File: config.mk
export PLATFORM = sky130hd
export DESIGN_NAME = lvds_input_capture_sequencer_flat
export DESIGN_NICKNAME = d
export VERILOG_FILES = /design/src/rtl/lvds_input_capture_sequencer_if.sv /design/src/rtl/lvds_input_capture_sequencer.sv /design/src/flat_wrapper.sv
export SDC_FILE = /design/constraint.sdc
export NUM_CORES = 1
export LEC_CHECK = 0
export ABC_AREA = 1
export CORE_MARGIN = 3
export CORE_UTILIZATION = 52
export CTS_CLUSTER_SIZE = 8
export DETAILED_ROUTE_END_ITERATION = 12
export PLACE_DENSITY = 0.86
export RECOVER_POWER = 50
export SLEW_MARGIN = 30
export SYNTH_ARGS = -nofsm -noshare
export SYNTH_HDL_FRONTEND = slang
export SYNTH_SLANG_ARGS = --single-unit
File: constraint.sdc
create_clock -name aclk -period 5.1 [get_ports aclk]
set_input_delay 0.51 -clock aclk [delete_from_list [all_inputs] [get_ports aclk]]
set_output_delay 0.51 -clock aclk [all_outputs]
set_load 0.03 [all_outputs]
File: src/rtl/lvds_input_capture_sequencer_if.sv
// Sequencer <-> LVDS receiver control bundle: start controls and latched packet
// configuration out to the receiver, packet-complete/idle flag back.
interface lvds_input_capture_sequencer_if;
  logic        rx_start;
  logic        rx_start_rt;
  logic [31:0] rx_dsize;
  logic        rx_test;
  logic        rx_sr_pc;

  modport master (
    output rx_start,
    output rx_start_rt,
    output rx_dsize,
    output rx_test,
    input  rx_sr_pc
  );

  modport slave (
    input  rx_start,
    input  rx_start_rt,
    input  rx_dsize,
    input  rx_test,
    output rx_sr_pc
  );
endinterface

File: src/rtl/lvds_input_capture_sequencer.sv
// Burst sequencer for an LVDS capture receiver: packet bursts or a real-time run.
// Optional watchdog on the receiver handshakes is enabled with LVDS_SEQ_TIMEOUT_EN.
module lvds_input_capture_sequencer #(
  parameter int CNT_W = 16
) (
  input  logic                   aclk,
  input  logic                   aresetn,
  input  logic                   cmd_start,
  input  logic                   cmd_abort,
  input  logic                   cfg_mode,
  input  logic [31:0]            cfg_dsize,
  input  logic                   cfg_test,
  input  logic [CNT_W-1:0]       cfg_npackets,
  input  logic [CNT_W-1:0]       cfg_gap,
  input  logic [31:0]            cfg_timeout,
  lvds_input_capture_sequencer_if.master rx,
  output logic                   busy,
  output logic                   done,
  output logic                   err_timeout,
  output logic [CNT_W-1:0]       pkt_count
);

  typedef enum logic [3:0] {
    S_IDLE,
    S_ARM,
    S_ISSUE,
    S_WAIT_LOW,
    S_WAIT_HIGH,
    S_GAP,
    S_RT,
    S_DRAIN,
    S_DONE
  } state_t;

  state_t           state_q, state_d;
  logic [31:0]      dsize_q;
  logic             test_q;
  logic             mode_q;
  logic [CNT_W-1:0] npkt_q;
  logic [CNT_W-1:0] gap_q;
  logic [CNT_W-1:0] gap_cnt_q, gap_cnt_d;
  logic [CNT_W-1:0] pkt_cnt_q, pkt_cnt_d;
  logic [CNT_W-1:0] pkt_cnt_inc;
  logic             abort_pend_q, abort_pend_d;
  logic             latch_en;
  logic             rx_start_q;
  logic             rt_q;
  logic             busy_q;
  logic             done_q;

  function automatic logic [CNT_W-1:0] sat_inc(input logic [CNT_W-1:0] v);
    return (v == '1) ? v : v + CNT_W'(1);
  endfunction

`ifdef LVDS_SEQ_TIMEOUT_EN
  logic [31:0] wd_cnt_q, wd_cnt_d;
  logic        err_q, err_d;
  logic        timeout_hit;

  // Only states that wait on the receiver are guarded.
  function automatic logic wd_state(input state_t s);
    return (s == S_ARM) || (s == S_WAIT_LOW) || (s == S_WAIT_HIGH) || (s == S_DRAIN);
  endfunction
`else
  logic unused_cfg_timeout;
  assign unused_cfg_timeout = ^cfg_timeout;
`endif

  assign pkt_cnt_inc = sat_inc(pkt_cnt_q);

  always_comb begin
    state_d      = state_q;
    gap_cnt_d    = gap_cnt_q;
    pkt_cnt_d    = pkt_cnt_q;
    abort_pend_d = abort_pend_q;
    latch_en     = 1'b0;

    case (state_q)
      S_IDLE: begin
        if (cmd_start && !cmd_abort) begin
          latch_en     = 1'b1;
          pkt_cnt_d    = '0;
          abort_pend_d = 1'b0;
          state_d      = S_ARM;
        end
      end
      S_ARM: begin
        if (cmd_abort) begin
          state_d = S_DONE;
        end else if (rx.rx_sr_pc) begin
          state_d = mode_q ? S_RT : S_ISSUE;
        end
      end
      S_ISSUE: begin
        if (cmd_abort) abort_pend_d = 1'b1;
        state_d = S_WAIT_LOW;
      end
      S_WAIT_LOW: begin
        if (cmd_abort) abort_pend_d = 1'b1;
        if (!rx.rx_sr_pc) state_d = S_WAIT_HIGH;
      end
      S_WAIT_HIGH: begin
        if (cmd_abort) abort_pend_d = 1'b1;
        // The packet in flight always finishes; abort is honoured only here.
        if (rx.rx_sr_pc) begin
          pkt_cnt_d = pkt_cnt_inc;
          if (abort_pend_q || cmd_abort ||
              ((npkt_q != '0) && (pkt_cnt_inc == npkt_q))) begin
            state_d = S_DONE;
          end else begin
            gap_cnt_d = gap_q;
            state_d   = S_GAP;
          end
        end
      end
      S_GAP: begin
        if (cmd_abort) begin
          state_d = S_DONE;
        end else if (gap_cnt_q <= CNT_W'(1)) begin
          state_d = S_ARM;
        end else begin
          gap_cnt_d = gap_cnt_q - CNT_W'(1);
        end
      end
      S_RT: begin
        if (cmd_abort) state_d = S_DRAIN;
      end
      S_DRAIN: begin
        if (rx.rx_sr_pc) begin
          pkt_cnt_d = pkt_cnt_inc;
          state_d   = S_DONE;
        end
      end
      S_DONE: begin
        state_d = S_IDLE;
      end
      default: begin
        state_d = S_IDLE;
      end
    endcase

`ifdef LVDS_SEQ_TIMEOUT_EN
    timeout_hit = 1'b0;
    if ((cfg_timeout != 32'd0) && wd_state(state_q) &&
        (wd_cnt_q == cfg_timeout - 32'd1)) begin
      timeout_hit = 1'b1;
      state_d     = S_IDLE;
      pkt_cnt_d   = pkt_cnt_q;
    end
    wd_cnt_d = ((state_d == state_q) && wd_state(state_q)) ? wd_cnt_q + 32'd1 : 32'd0;
    if (timeout_hit) begin
      err_d = 1'b1;
    end else if (latch_en) begin
      err_d = 1'b0;
    end else begin
      err_d = err_q;
    end
`endif
  end

  // Outputs are registered from the next state so they align with the state register.
  always_ff @(posedge aclk or negedge aresetn) begin
    if (!aresetn) begin
      state_q      <= S_IDLE;
      dsize_q      <= '0;
      test_q       <= 1'b0;
      mode_q       <= 1'b0;
      npkt_q       <= '0;
      gap_q        <= '0;
      gap_cnt_q    <= '0;
      pkt_cnt_q    <= '0;
      abort_pend_q <= 1'b0;
      rx_start_q   <= 1'b0;
      rt_q         <= 1'b0;
      busy_q       <= 1'b0;
      done_q       <= 1'b0;
    end else begin
      state_q      <= state_d;
      gap_cnt_q    <= gap_cnt_d;
      pkt_cnt_q    <= pkt_cnt_d;
      abort_pend_q <= abort_pend_d;
      if (latch_en) begin
        dsize_q <= cfg_dsize;
        test_q  <= cfg_test;
        mode_q  <= cfg_mode;
        npkt_q  <= cfg_npackets;
        gap_q   <= cfg_gap;
      end
      rx_start_q <= (state_d == S_ISSUE);
      rt_q       <= (state_d == S_RT);
      busy_q     <= (state_d != S_IDLE);
      done_q     <= (state_d == S_DONE);
    end
  end

`ifdef LVDS_SEQ_TIMEOUT_EN
  always_ff @(posedge aclk or negedge aresetn) begin
    if (!aresetn) begin
      wd_cnt_q <= 32'd0;
      err_q    <= 1'b0;
    end else begin
      wd_cnt_q <= wd_cnt_d;
      err_q    <= err_d;
    end
  end

  assign err_timeout = err_q;
`else
  assign err_timeout = 1'b0;
`endif

  assign rx.rx_start    = rx_start_q;
  assign rx.rx_start_rt = rt_q;
  assign rx.rx_dsize    = dsize_q;
  assign rx.rx_test     = test_q;
  assign busy           = busy_q;
  assign done           = done_q;
  assign pkt_count      = pkt_cnt_q;

endmodule

File: src/flat_wrapper.sv
// flat-port wrapper written by rule: the top's interface ports become plain ports
module lvds_input_capture_sequencer_flat 
#(
  parameter int CNT_W = 16
)
  (aclk, aresetn, cmd_start, cmd_abort, cfg_mode, cfg_dsize, cfg_test, cfg_npackets, cfg_gap, cfg_timeout, busy, done, err_timeout, pkt_count, rx_rx_start, rx_rx_start_rt, rx_rx_dsize, rx_rx_test, rx_rx_sr_pc);
  lvds_input_capture_sequencer_if rx_i ();
  input  logic aclk;
  input  logic aresetn;
  input  logic cmd_start;
  input  logic cmd_abort;
  input  logic cfg_mode;
  input  logic [31:0] cfg_dsize;
  input  logic cfg_test;
  input  logic [CNT_W-1:0] cfg_npackets;
  input  logic [CNT_W-1:0] cfg_gap;
  input  logic [31:0] cfg_timeout;
  output logic busy;
  output logic done;
  output logic err_timeout;
  output logic [CNT_W-1:0] pkt_count;
  output wire logic [$bits(rx_i.rx_start)-1:0] rx_rx_start;
  output wire logic [$bits(rx_i.rx_start_rt)-1:0] rx_rx_start_rt;
  output wire logic [$bits(rx_i.rx_dsize)-1:0] rx_rx_dsize;
  output wire logic [$bits(rx_i.rx_test)-1:0] rx_rx_test;
  input wire logic [$bits(rx_i.rx_sr_pc)-1:0] rx_rx_sr_pc;
  assign rx_rx_start = rx_i.rx_start;
  assign rx_rx_start_rt = rx_i.rx_start_rt;
  assign rx_rx_dsize = rx_i.rx_dsize;
  assign rx_rx_test = rx_i.rx_test;
  assign rx_i.rx_sr_pc = rx_rx_sr_pc;
  lvds_input_capture_sequencer #(.CNT_W(CNT_W)) u_core (.aclk(aclk), .aresetn(aresetn), .cmd_start(cmd_start), .cmd_abort(cmd_abort), .cfg_mode(cfg_mode), .cfg_dsize(cfg_dsize), .cfg_test(cfg_test), .cfg_npackets(cfg_npackets), .cfg_gap(cfg_gap), .cfg_timeout(cfg_timeout), .rx(rx_i), .busy(busy), .done(done), .err_timeout(err_timeout), .pkt_count(pkt_count));
endmodule
### Word level (Yosys, flattened, before mapping)

Cells that the tools add are included.

| word-level totals | value |
|---|---|
| word-level logic and storage cells | 77 |
| output and inout bits | 54 |
| register bits after elaboration | 107 |
| input bits | 103 |

| operators by class | value |
|---|---|
| $add $sub $neg | 2 |
| reduce and logical (&&, ||, !) cells | 16 |
| mux-type cells | 26 |
| eq/ne operators | 19 |
| $lt $le $gt $ge | 1 |

Operators with widths:

| operator | number |
|---|---|
| 16-bit 2-to-1 mux | 7 |
| 16-bit case mux with 2 select lines | 2 |
| 4-bit 2-to-1 mux | 10 |
| 4-bit case mux with 8 select lines | 1 |
| 4-bit by 3-bit equality test with 1-bit output, second input constant | 5 |
| 16-bit by 1-bit adder with 16-bit output, second input constant | 1 |
| 16-bit equality test | 1 |
| 16-bit equality test, second input constant | 1 |
| 16-bit by 1-bit less-or-equal comparator with 1-bit output, second input constant | 1 |
| 16-bit nonzero test | 1 |
| 16-bit by 1-bit subtractor with 16-bit output, second input constant | 1 |
| 4-bit by 2-bit equality test with 1-bit output, second input constant | 3 |
| 2-bit != test, second input constant | 4 |
| 2-bit by 1-bit != test with 1-bit output, second input constant | 3 |
| 3-bit AND reduction | 2 |
| 2-bit nonzero test | 3 |
| 5-bit AND reduction | 1 |
| 4-bit by 1-bit equality test with 1-bit output, second input constant | 1 |
| 4-bit equality test, second input constant | 1 |
| 4-bit logical NOT | 1 |
| 1-bit 2-to-1 mux | 4 |
| 4-bit nonzero test | 1 |
| 3-bit 2-to-1 mux | 1 |
| 3-bit OR reduction | 1 |
| other kinds (5) | 7 |

### Logic depth before layout (Yosys ltp)

Gate-level depths: netlist (run 1).

| depth | value |
|---|---|
| depth in word-level cells | 9 |
| gate-level depth with buffers | 21 |
| gate-level depth less buffers | 19 |

### Least setup slack after synthesis (run 1)

Ideal clock, no wire load.

| timing path | value |
|---|---|
| path type | register -> register |
| from | reg u_core.pkt_cnt_q[0], in the netlist u_core.pkt_count[0] |
| to | reg u_core.gap_cnt_q[14] |
| setup slack | 2.482 ns |
| arrival | 2.500 ns |
| buffers on the path | 2 |
| setup time | 0.118 ns |
| required time | 4.982 ns |
| clock period less this slack | 2.618 ns |
| stages on the path, launching flop included | 21 |
| path through | dfrtp_1 > ha_1 > nand3_2 > inv_2 > nand2_4 > nor2_8 > inv_6 > buf_8 > nand3_1 > nand2_1 > nor2_1 > nand2_1 > nor2_2 > nand3_2 > nand2_2 > nand2_2 > nand2_4 > inv_4 > buf_8 > nand2_2 > o21ai_2 |

| on the way | value |
|---|---|
| longest elaborated chain between the ends | 7 |

Ends and longest elaborated chain:

| element | RTL line | RTL |
|---|---|---|
| start, declared | lvds_input_capture_sequencer.sv:42 | `logic [CNT_W-1:0] pkt_cnt_q, pkt_cnt_d;` |
| start signal, assigned | lvds_input_capture_sequencer.sv:180 | `pkt_cnt_q <= pkt_cnt_d;` |
| 16-bit by 1-bit adder with 16-bit output / 16-bit equality test (equally long branches) | lvds_input_capture_sequencer.sv:52 | `return (v == '1) ? v : v + CNT_W'(1);` |
| 16-bit 2-to-1 mux * | lvds_input_capture_sequencer.sv:52 |  |
| 16-bit equality test * | lvds_input_capture_sequencer.sv:108 | `((npkt_q != '0) && (pkt_cnt_inc == npkt_q))) begin` |
| 1-bit logical AND * | lvds_input_capture_sequencer.sv:108 |  |
| 1-bit logical OR * | lvds_input_capture_sequencer.sv:107 | `if (abort_pend_q \|\| cmd_abort \|\|` |
| 2-bit != test (no line) * | -- |  |
| 5-bit AND reduction (no line) * | -- |  |
| end signal, assigned | lvds_input_capture_sequencer.sv:179 | `gap_cnt_q <= gap_cnt_d;` |
| end, declared | lvds_input_capture_sequencer.sv:41 | `logic [CNT_W-1:0] gap_cnt_q, gap_cnt_d;` |

Mark *: on every way between the ends. The rest lies on a longest branch, timed or not.
A chain may end at the register's enable or synchronous reset.

### Worst setup path in the final report (run 1)

| timing path | value |
|---|---|
| from | in cmd_abort |
| to | reg u_core.npkt_q[4] |

| on the way | value |
|---|---|
| longest elaborated chain between the ends | 4 |

Ends and longest elaborated chain:

| element | RTL line | RTL |
|---|---|---|
| start, declared | flat_wrapper.sv:11 | `input logic cmd_abort;` |
| 1-bit logical NOT | lvds_input_capture_sequencer.sv:80 | `if (cmd_start && !cmd_abort) begin` |
| 1-bit logical AND | lvds_input_capture_sequencer.sv:80 |  |
| 1-bit 2-to-1 mux | lvds_input_capture_sequencer.sv:80 |  |
| 1-bit 2-to-1 mux | lvds_input_capture_sequencer.sv:78 | `case (state_q)` |
| end signal, assigned | lvds_input_capture_sequencer.sv:186 | `npkt_q <= cfg_npackets;` |
| end, declared | lvds_input_capture_sequencer.sv:39 | `logic [CNT_W-1:0] npkt_q;` |

Every way passes these cells.

==> results of run 1 <==
## how the worst max path moves through the flow
stage                              startpoint              endpoint  slack [ns]  depth (start not counted)
final                               cmd_abort      u_core.npkt_q[4]        2.27                          7
after global routing        u_core.state_q[0]   u_core.gap_cnt_q[1]        1.99                          9
after CTS                           cmd_abort      u_core.npkt_q[4]        2.27                          7
after detailed placement            cmd_abort     u_core.npkt_q[10]        1.87                          6
after global placement              cmd_abort   u_core.pkt_count[0]        1.91                          7
after floorplan           u_core.pkt_count[0]  u_core.gap_cnt_q[14]        2.48                         20
## flip-flops by register name, indices dropped and copies added (netlist names)
signal and flops:
u_core.rx.rx_start_rt 1, u_core.pkt_count 16, u_core.state_q 4, u_core.gap_q 16
u_core.done 1, u_core.npkt_q 16, u_core.busy 1, u_core.rx.rx_dsize 32
u_core.abort_pend_q 1, u_core.gap_cnt_q 16, u_core.rx.rx_start 1, u_core.mode_q 1
u_core.rx.rx_test 1
## through the flow
step	worst slack [ns]	area [sq um]
finish	2.271	7143
global route	1.986	7143
CTS	2.273	7143
detailed placement	1.869	6935
global placement	1.906	6932
floorplan	2.482	5612
## report_power, final
group	switching, mW	leakage [nW]	internal [mW]
clock network	0.281	0.0996	0.276
logic	1.03	2.12	0.637
registers	0.217	1.37	1.18
total	1.53	3.59	2.09
## cells by family (layout without fill, tap and decap cells)
kind of cell,after synthesis,after routing,share of synthesized area
AO/OA/AOI/OAI,90,90,0.09543
XOR/XNOR,9,9,0.01650
adder cells (fa/ha/maj),3,3,0.006690
buffers and inverters,110,231,0.08094
flip-flops,107,107,0.4771
other,1,1,0.0006683
AND/OR/NAND/NOR,430,430,0.3226
## synthesized netlist by cell type, drive strengths merged (2+ instances only)
cell type,n,area [sq um]
a21oi,9,45.04
a22o,2,17.52
a31oi,2,12.51
buf,5,52.55
clkbuf,17,63.81
dfrtp,107,2678
ha,3,37.54
inv,87,334.1
nand2,319,1240
nand3,31,185.2
nand4,10,62.56
nor2,58,254.0
nor3,6,30.03
nor4,5,31.28
o21ai,55,312.8
o22ai,16,100.1
o31ai,2,15.01
xnor2,2,17.52
xor2,6,52.55
## routing by layer
metal,GRT usage,wire length (um),up-vias
li1,-,-,2585
met5,0,0,-
met4,0.05788,221,0
met2,0.3609,6121,145
met1,0.3045,5734,2313
met3,0.04052,715,24
## final cells by class
class                   count  area (sq um)  area share
multi-input cells         533          2484      0.3477
inverters                  88         337.8     0.04729
clock buffers              11         131.4     0.01839
well taps                 136         170.2     0.02382
clock inverters             4         76.32     0.01068
repair buffers            128          1266      0.1773
flip-flops and latches    107          2678      0.3748
==> impl_metrics.py, run 1 <==
metrics = {
    "status": {
        "status": "finished, violations left",
        "violations": "max-capacitance violations, max-slew violations",
    },
    "sta": {
        "worstMarginPinSlew_ns": 1.836,
        "relSlewSlack": -0.2240,
        "timing.fmax_mhz": 353.4,
        "fin_crit_sh": 0.5548,
        "setup_viol": 0,
        "post-route-min-period_ns": 2.829,
        "holdWs_ns": 0.1341,
        "setup_tns_ns": 0,
        "rsz0062_at_grt": "no",
        "hold_violations": 0,
        "clock-skew-final_ns": 0.01633,
        "maxSlewViolCount": 37,
    },
    "synthesis": {
        "synthCells": 750,
        "ys.flop_type": "dfrtp_1",
        "ys_warn_count": 0,
        "synth_cell_types": 41,
        "ys_seq_area_frac": 0.4771,
        "synthesis.area_sq_um": 5612,
        "synth-seq-cells": 107,
        "avgSynthCellArea_sq_um": 7.482,
        "syn_nets": 856,
        "async_flop_share": 1.000,
        "synth-edff-count": 0,
    },
    "cells_and_area": {
        "drive_above_1_share": 0.06544,
        "layout_common_cells": "306 x nand2_1, 107 x dfrtp_1, 97 x clkdlybuf4s50_1, 84 x inv_1, 53 x nor2_1",
        "finalCoreUtilization": 0.6858,
        "fillers": 869,
        "diodes": 0,
        "final_common_cell": "nand2_1",
        "nNetsFinal": 973,
        "final_cells": 1007,
        "areaGrowthSynthToFinish_pct": 27.29,
    },
    "worst_setup_path": {
        "end_kind": "register",
        "required_ns": 5.38,
        "cpLargestDelayFamily": "buffers and inverters",
        "crit_arrival_ns": 3.11,
        "worst-r2r-cell-count": 9,
        "reg2reg_setup_slack_ns": 2.31,
        "crit_buf_inv": 4,
        "cp_max_fo": 36,
        "path_cells": "clkdlybuf4s50_1 -> inv_1 -> nand4_1 -> inv_2 -> buf_4 -> nand2_1 -> o21ai_0",
        "r2r_start": "u_core.state_q[0]",
        "startpoint_type": "primary input",
        "r2r-end": "u_core.gap_cnt_q[1]",
        "max_stage_delay_ns": 0.68,
        "critPathKind": "primary input to register",
        "slowest_stage": "nand4_1",
    },
    "die": {
        "num_io_pins": 157,
        "dieHeight_um": 109.9,
        "die-area_sq_um": 12070,
        "initial_core_util": 0.5387,
        "rows": 37,
        "core_area_sq_um": 10420,
        "die_width_um": 109.9,
    },
    "grt": {
        "grt-ovfl-total": 0,
        "grt_pass1_wl_um": 21280,
        "grt_pass1_vias": 4590,
        "grt_max_degree": 73,
        "track_usage": 0.2212,
        "antenna_found_initial": 0,
    },
    "run": {
        "drv_cap": 1,
    },
    "clock_tree": {
        "cts_sinks": 107,
        "insertion_delay_ns": 0.36,
        "cts_buffer_depth": 2,
        "cts_setup_buffers": 0,
        "htreeDepth": 3,
        "tritoncts": "yes",
        "cts_hold_buf": 0,
        "cts_resized": 0,
        "cts_root_buf": "clkbuf_8",
        "path_clk_slew_ns": 0.10,
        "cts_buffers": 9,
    },
    "routing": {
        "ant_nets": 0,
        "wirelength_um": 12790,
        "routedWlPerCell_um": 12.70,
        "drc_errors": 0,
        "firstDrtPassIters": 5,
        "vias_per_cell": 5.032,
        "dr_total_vias": 5067,
        "first_iter_violations": 331,
    },
    "placed_design": {
        "hpwl_um": 9271,
        "dp.cells": 992,
        "port_buffers": 123,
        "place.gp.congestion": 0.9040,
    },
    "min_path": {
        "hp-class": "primary input to asynchronous set/reset pin",
    },
    "pwr": {
        "leakage_nw": 3.587,
        "ir_drop_mv": 0.2946,
        "report.power.total_mw": 3.621,
        "p_per_area_nw_per_um2": 507.0,
    },
}
No activity file was read; power rests on OpenSTA's default activity.
==> run 2: changes to the inputs <==
--- a/config.mk
+++ b/config.mk
@@ -7,10 +7,10 @@
 export LEC_CHECK = 0
 export ABC_AREA = 1
 export CORE_MARGIN = 3
-export CORE_UTILIZATION = 52
+export CORE_UTILIZATION = 49
 export CTS_CLUSTER_SIZE = 8
 export DETAILED_ROUTE_END_ITERATION = 12
-export PLACE_DENSITY = 0.86
+export PLACE_DENSITY = 0.82
 export RECOVER_POWER = 50
 export SLEW_MARGIN = 30
 export SYNTH_ARGS = -nofsm -noshare
==> constraint.sdc (replaced) <==
create_clock -name aclk -period 2.8 [get_ports aclk]
set_input_delay 0.28 -clock aclk [delete_from_list [all_inputs] [get_ports aclk]]
set_output_delay 0.28 -clock aclk [all_outputs]
set_load 0.03 [all_outputs]
==> impl_metrics.py, run 2 (synthesis gave the netlist of run 1 again) <==
metrics = {
    "status": {
        "status": "finished, violations left",
        "violations": "max-capacitance violations, max-slew violations",
    },
    "worst_setup_path": {
        "critPathKind": "register to register",
        "cpLargestDelayFamily": "simple AND/OR/NAND/NOR gates",
        "cp_max_fo": 5,
        "path_cells": "ha_1 -> nand3_2 -> inv_2 -> nand2_4 -> o21ai_0 -> nand2_1 -> nand2_1 -> nand2_1 -> nor2_1 -> nand2_1 -> nor2_1 -> nand3_2 -> nand3_1 -> nand2_1 -> inv_1 -> nand3_1 -> nor2_1",
        "path_depth": 17,
        "reg2reg_setup_slack_ns": 0.29,
        "crit_buf_inv": 2,
        "r2r_start": "u_core.pkt_count[1]",
        "slowest_stage": "dfrtp_1",
        "startpoint_type": "register",
        "r2r-end": "u_core.rx.rx_start",
        "end_kind": "register",
        "crit_path_frequent_cell": "nand2_1",
        "worst-r2r-cell-count": 17,
        "max_stage_delay_ns": 0.44,
        "required_ns": 3.08,
        "crit_arrival_ns": 2.79,
    },
    "cells_and_area": {
        "largest_reg_flops": 32,
        "areaGrowthSynthToFinish_pct": 30.77,
        "final_common_cell": "nand2_1",
        "diodes": 0,
        "nNetsFinal": 982,
        "finalInstanceArea_sq_um": 7338,
        "layout_common_cells": "306 x nand2_1, 107 x dfrtp_1, 97 x clkdlybuf4s50_1, 84 x inv_1, 52 x nor2_1",
        "drive_above_1_share": 0.07719,
    },
    "die": {
        "dieHeight_um": 113.0,
        "die-area_sq_um": 12770,
        "rows": 38,
        "num_io_pins": 157,
        "initial_core_util": 0.5087,
        "core_area_sq_um": 11030,
        "die_width_um": 113.0,
    },
    "grt": {
        "grt_pass1_wl_um": 23540,
        "grt_max_degree": 80,
        "track_usage": 0.2234,
        "grt_pass1_vias": 5070,
        "antenna_found_initial": 0,
        "grt-ovfl-total": 0,
    },
    "pwr": {
        "ir_drop_mv": 0.5885,
        "p_per_area_nw_per_um2": 955.4,
        "leakage_nw": 3.688,
    },
    "min_path": {
        "hold_end": "u_core.gap_q[11]",
        "hp-class": "primary input to register",
        "hp-start": "cfg_gap[11]",
        "hold_depth": 3,
    },
    "run": {
        "drv_cap": 1,
    },
    "routing": {
        "dr_total_vias": 5112,
        "vias_per_cell": 5.007,
        "routedWlPerCell_um": 13.26,
        "ant_nets": 0,
        "firstDrtPassIters": 5,
        "first_iter_violations": 327,
        "drc_errors": 0,
        "wirelength_um": 13530,
    },
    "sta": {
        "timing.fmax_mhz": 398.0,
        "clock-skew-final_ns": 0.008687,
        "relSlewSlack": -0.2394,
        "rsz0062_at_grt": "no",
        "maxSlewViolCount": 34,
        "worstMarginPinSlew_ns": 1.859,
        "setup_tns_ns": 0,
        "hold_violations": 0,
        "post-route-min-period_ns": 2.512,
        "fin_crit_sh": 0.8973,
        "setup_viol": 0,
    },
    "clock_tree": {
        "tritoncts": "yes",
        "cts_root_buf": "clkbuf_16",
        "cts_buffer_depth": 2,
        "path_clk_slew_ns": 0.08,
        "htreeDepth": 3,
        "cts_buffers": 9,
        "cts_sinks": 107,
        "insertion_delay_ns": 0.35,
    },
    "placed_design": {
        "place.gp.congestion": 0.9038,
        "dpl_cell_area_sq_um": 7022,
        "hpwl_um": 9772,
        "port_buffers": 123,
    },
}
## run 2: cell count changes in the layout (fill, tap and decap cells not counted), moves of 2 or more
cell and change:
clkbuf_8 -8, buf_4 +7, o21ai_1 +2, clkbuf_1 -2, inv_6 +3, clkbuf_16 +9
## run 2: worst min-delay path, cell delays in order
cell             delay, ns
clkdlybuf4s50_1       0.39
nand2_1               0.06
nand2_1               0.04
## run 2: worst max-delay path by stage
stage | start | endpoint | slack [ns]
6_report | u_core.pkt_count[1] | u_core.rx.rx_start | 0.29
5_1_grt | u_core.pkt_count[1] | u_core.rx.rx_start | 0.006
4_1_cts | u_core.pkt_count[1] | u_core.gap_cnt_q[0] | 0.28
3_5_place_dp | u_core.pkt_count[1] | u_core.gap_cnt_q[1] | 0.31
3_3_place_gp | u_core.pkt_count[1] | u_core.gap_cnt_q[4] | 0.36
2_1_floorplan | u_core.pkt_count[0] | u_core.gap_cnt_q[14] | 0.18
## run 2: layout make-up
class / instances / area, sq um
clock buffer: 10 / 239.0
clock inverter: 6 / 81.33
fill: 940 / 3692
inverter: 88 / 337.8
multi-input combinational: 533 / 2482
sequential: 107 / 2678
tap: 140 / 175.2
timing repair buffer: 137 / 1345
## run 2: report_power, final
part           internal (mW)  switching (mW)  leakage [nW]
sequential              2.15           0.403          1.37
clock                  0.738           0.604         0.157
combinational           1.19            1.92          2.16
## run 2: layer usage
layer	wire length (um)	track usage	vias to the layer above
li1	-	-	2601
met3	539	0.04813	18
met2	6742	0.3661	116
met1	6015	0.2995	2377
met4	236	0.06731	0
met5	0	0	-
## run 2: stage by stage
stage,setup WS [ns],utilization,cells,total power [mW],hold WS (ns)
after floorplan,0.1820,-,750,4.639,-0.01559
after global placement,0.3597,0.6366,1004,5.678,0.2572
after detailed placement,0.3074,0.6366,1004,5.771,0.2591
after CTS,0.2830,0.6665,1021,7.138,0.4180
after global routing,0.005823,0.6653,1021,7.561,0.4540
final,0.2877,0.6653,1021,7.011,0.4564
## run 2: repair_timing
action,4_1_cts,5_1_grt
setup buffers,0,0
setup endpoints to repair,0,1
resized for setup,0,2
hold buffers,1,0
endpoints found under the hold margin,33,0
